==> src/rtl/fetch_unit.sv <==
// rtl/fetch_unit.sv - instruction fetch stage: program counter, instruction register and req/ack memory fetch
module fetch_unit #(
    parameter int ADDR_W = 16,
    parameter int DATA_W = 32,
    parameter logic [ADDR_W-1:0] RESET_PC = '0
) (
    input  logic              clk,
    input  logic              rst_f,
    output logic [ADDR_W-1:0] im_addr,
    output logic              im_req,
    input  logic              im_ack,
    input  logic [DATA_W-1:0] im_rdata,
    input  logic              next,
    input  logic              br_taken,
    input  logic              br_abs,
    input  logic [15:0]       imm,
    input  logic              halt,
    output logic [ADDR_W-1:0] pc,
    output logic [DATA_W-1:0] ir,
    output logic              ir_valid,
    output logic              busy
);

    typedef enum logic [1:0] {
        S_IDLE,
        S_REQ,
        S_HOLD,
        S_HALT
    } state_t;

    // Immediate is widened to at least 16 bits before narrowing so ADDR_W < 16 truncates cleanly.
    localparam int EXT_W = (ADDR_W > 16) ? ADDR_W : 16;

    state_t            state;
    state_t            stateNext;
    logic [ADDR_W-1:0] pcNext;
    logic [DATA_W-1:0] irNext;
    logic              irValidNext;

    logic [EXT_W-1:0]  immZeroWide;
    logic [EXT_W-1:0]  immSignWide;
    logic [ADDR_W-1:0] immZext;
    logic [ADDR_W-1:0] immSext;
    logic [ADDR_W-1:0] seqPc;
    logic [ADDR_W-1:0] targetPc;

    assign immZeroWide = EXT_W'(imm);
    assign immSignWide = EXT_W'($signed(imm));
    assign immZext     = immZeroWide[ADDR_W-1:0];
    assign immSext     = immSignWide[ADDR_W-1:0];
    assign seqPc       = pc + ADDR_W'(1);

    always_comb begin
        targetPc = seqPc;
        if (br_taken) begin
            if (br_abs) begin
                targetPc = immZext;
            end else begin
                targetPc = seqPc + immSext;
            end
        end
    end

    always_comb begin
        stateNext   = state;
        pcNext      = pc;
        irNext      = ir;
        irValidNext = ir_valid;
        case (state)
            S_IDLE: begin
                stateNext = S_REQ;
            end
            S_REQ: begin
                if (im_ack) begin
                    irNext      = im_rdata;
                    irValidNext = 1'b1;
                    stateNext   = S_HOLD;
                end
            end
            S_HOLD: begin
                if (next) begin
                    irValidNext = 1'b0;
                    if (halt) begin
                        stateNext = S_HALT;
                    end else begin
                        pcNext    = targetPc;
                        stateNext = S_REQ;
                    end
                end
            end
            S_HALT: begin
                irValidNext = 1'b0;
            end
            default: begin
                stateNext = S_IDLE;
            end
        endcase
    end

    always_ff @(posedge clk or negedge rst_f) begin
        if (!rst_f) begin
            state    <= S_IDLE;
            pc       <= RESET_PC;
            ir       <= '0;
            ir_valid <= 1'b0;
        end else begin
            state    <= stateNext;
            pc       <= pcNext;
            ir       <= irNext;
            ir_valid <= irValidNext;
        end
    end

    assign im_req  = (state == S_REQ);
    assign im_addr = pc;
    assign busy    = (state != S_HOLD);

endmodule

==> config.mk <==
export PLATFORM = sky130hd
export DESIGN_NAME = fetch_unit
export DESIGN_NICKNAME = d
export VERILOG_FILES = /design/src/rtl/fetch_unit.sv
export SDC_FILE = /design/constraint.sdc
export NUM_CORES = 1
export LEC_CHECK = 0
export CAP_MARGIN = 30
export CELL_PAD_IN_SITES_DETAIL_PLACEMENT = 1
export CELL_PAD_IN_SITES_GLOBAL_PLACEMENT = 1
export CORE_MARGIN = 8
export CORE_UTILIZATION = 34
export DETAILED_ROUTE_END_ITERATION = 12
export GPL_ROUTABILITY_DRIVEN = 0
export PLACE_DENSITY = 0.76
export SYNTH_ARGS = -nofsm -noshare
export SYNTH_HDL_FRONTEND = slang
export SYNTH_SLANG_ARGS = --single-unit
==> constraint.sdc <==
create_clock -name clk -period 4 [get_ports clk]
set_input_delay 0.8 -clock clk [delete_from_list [all_inputs] [get_ports clk]]
set_output_delay 0.8 -clock clk [all_outputs]
set_load 0.02 [all_outputs]
==> reports/results.ini <==
[status]
status = finished, final reports clean

[timing]
tightest_slew_ps = 868.7
finalHoldViolCount = 0
fin_crit_sh_pct = 87.95
setup_tns_ps = 0
final.setup.worst_slack_ps = 482.2
min_period_ps = 3518
maxSlewHeadroom_pct = 41.95
max_clock_freq_mhz = 284.3
final-max-slew-violation-count = 0
skew_ps = 6.108
setup_viol = 0
rsz0062_at_grt = false

[critical_path]
arrival_ps = 3730
cpPeakStageDelay_ps = 570
critPathTopFamily = simple AND/OR/NAND/NOR gates
critPathKind = flip-flop to flip-flop
path_cells = ha_1 -> nand4_1 -> nor2_1 -> xor2_1 -> ha_1 -> a211oi_1 -> nor2_1 -> or4_1 -> o22ai_1 -> xnor2_1 -> mux2i_1 -> o21ai_1
cp_max_fo = 11
crit_buf_inv = 0
slowest_stage = dfrtp_1
end_kind = flip-flop
cp-start-kind = flip-flop
cp_data_required_time_ps = 4210

[grt]
grtUsageTotal_pct = 16.58
grt.overflow.total = 0
first_global_vias = 3503
antenna_found_initial = 0
grt_pass1_wl_mm = 18.99
grt_max_degree = 29

[synthesis]
synthTopCellsByArea = dfrtp_1, mux2_2, ha_1
syn_inst = 373
synth_seq_area_share_pct = 35.48
synth_common_cells = dfrtp_1, mux2_2, nor2_1, a21oi_1, ha_1
synth_most_common_cell = dfrtp_1
synth-main-ff-cell = dfrtp_1
synth_fp_nets = 455
synth_largest_area_cell = dfrtp_1
ys_async_sr_fraction_pct = 100.0
avgSynthCellArea_um2 = 9.644
synth_top_area_share_pct = 35.48
ys_ff_latch = 51
synth_edf_count = 0
yosysWarnings = 0
synth_area_mm2 = 0.003597
synth.distinct_cells = 51

[clock_tree]
cts_max_level = 2
cts_tree = built
root_buffer = clkbuf_8
cts_buffer_depth = 2
cts.sink_count = 51
hold_buffers = 0
cts.clk_slew.worst_paths_ps = 110
clkLatencyLatePin_ps = 310
numCtsBuffers = 5
cts_resized = 0
cts_setup_buffers = 0

[cells_and_area]
layout-drive-gt1-share_pct = 11.21
antennaDiodeCount = 0
syn2layout_area_growth_pct = 35.10
fin_nets = 554

[detailed_routing]
drt_pass1_iterations = 4
drc = 0
wl_per_cell_um = 19.27
via_per_inst = 5.276
routed_wl_mm = 11.74
drt-initial-drc-count = 152
drtAntennaViolNets = 0
routed-via-count = 3213

[run]
drv_cap = 0

[power]
power_mw = 3.700
leakagePower_nw = 2.026
power_density_mw_per_mm2 = 761.3
ir_drop_uv = 289.5

[place]
io_buffers = 121
dp_worst_setup_slack_ps = 508.9
dp_hpwl_mm = 9.411

[floorplanning]
die_h_um = 118.9
dieArea_mm2 = 0.01413
start_util_pct = 34.84
io_pins = 122
coreArea_mm2 = 0.01032
num_rows = 37
fp.dieW_um = 118.9

[hold_path]
hp-class = input port to asynchronous set/reset pin

[stage by stage]
stage	std cells	hold WS, ps	cell area, um2	util [%]
floorplan	373	504.4	3597	-
global placement	601	484.4	4762	46.13
detailed placement	601	493.0	4762	46.13
CTS	609	484.2	4860	47.07
global route	609	488.3	4860	47.07
finish	609	458.5	4860	47.07
[kinds of logic after synthesis]
logic type | synth area share, %
XOR/XNOR | 6.574
buffers and inverters | 7.235
AO/OA/AOI/OAI | 15.10
flip-flops | 35.48
adder cells (fa/ha/maj) | 9.600
multiplexers | 11.13
AND/OR/NAND/NOR | 14.89
[final cells by class]
cell class                 instances  area, um2
clock buffer                       5      68.82
sequential                        51       1276
tap                              136      170.2
multi-input combinational        284       2061
fill                            1190       5464
clock inverter                     3      28.78
timing repair buffer             125       1236
inverter                           5      18.77
[flip-flops by register name, indices dropped and copies added (netlist names)]
register / flops
im_addr: 16
ir: 32
ir_valid: 1
state: 2
[layout by cell type (no fill, tap or decap), types with 13 or more instances in the layout]
cell type,synthesis,routed
clkdlybuf4s50_1,0,120
dfrtp_1,51,51
mux2_2,32,32
nor2_1,31,31
a21oi_1,26,26
ha_1,26,26
o21ai_0,24,24
nand2_1,23,23
nand3_1,14,14
xor2_1,14,14
nor3_1,14,14
xnor2_1,13,13
[metal layers]
metal  GRT usage (%)  routed length [um]  up-vias  share of wire [%]
met3           4.299                 601       10                5.1
met1           19.09                4955     1598                 42
met2           30.34                6017       76                 51
met5               0                   0        -                  0
met4           3.162                 161        0                1.4
li1                -                   -     1529                  -
[worst paths after layout]
check	from	to	slack, ps	depth (start not counted)
hold reg to reg	ir[21]$_DFFE_PN0P_	ir[21]$_DFFE_PN0P_	510	1
max in group asynchronous	rst_f	ir_valid$_DFFE_PN0P_	2750	2
setup reg to reg	im_addr[0]$_DFFE_PN0P_	im_addr[15]$_DFFE_PN0P_	480	12
hold / removal	rst_f	ir[26]$_DFFE_PN0P_	460	1
min in group clk	ir[21]$_DFFE_PN0P_	ir[21]$_DFFE_PN0P_	510	1
setup / recovery	im_addr[0]$_DFFE_PN0P_	im_addr[15]$_DFFE_PN0P_	480	12
[power by group]
group	internal [mW]	switching (mW)	total [mW]
registers	0.762	0.279	1.04
clock network	0.130	0.198	0.328
logic	1.14	1.19	2.33
total	2.03	1.67	3.70
(Power assumes the default switching activity.)
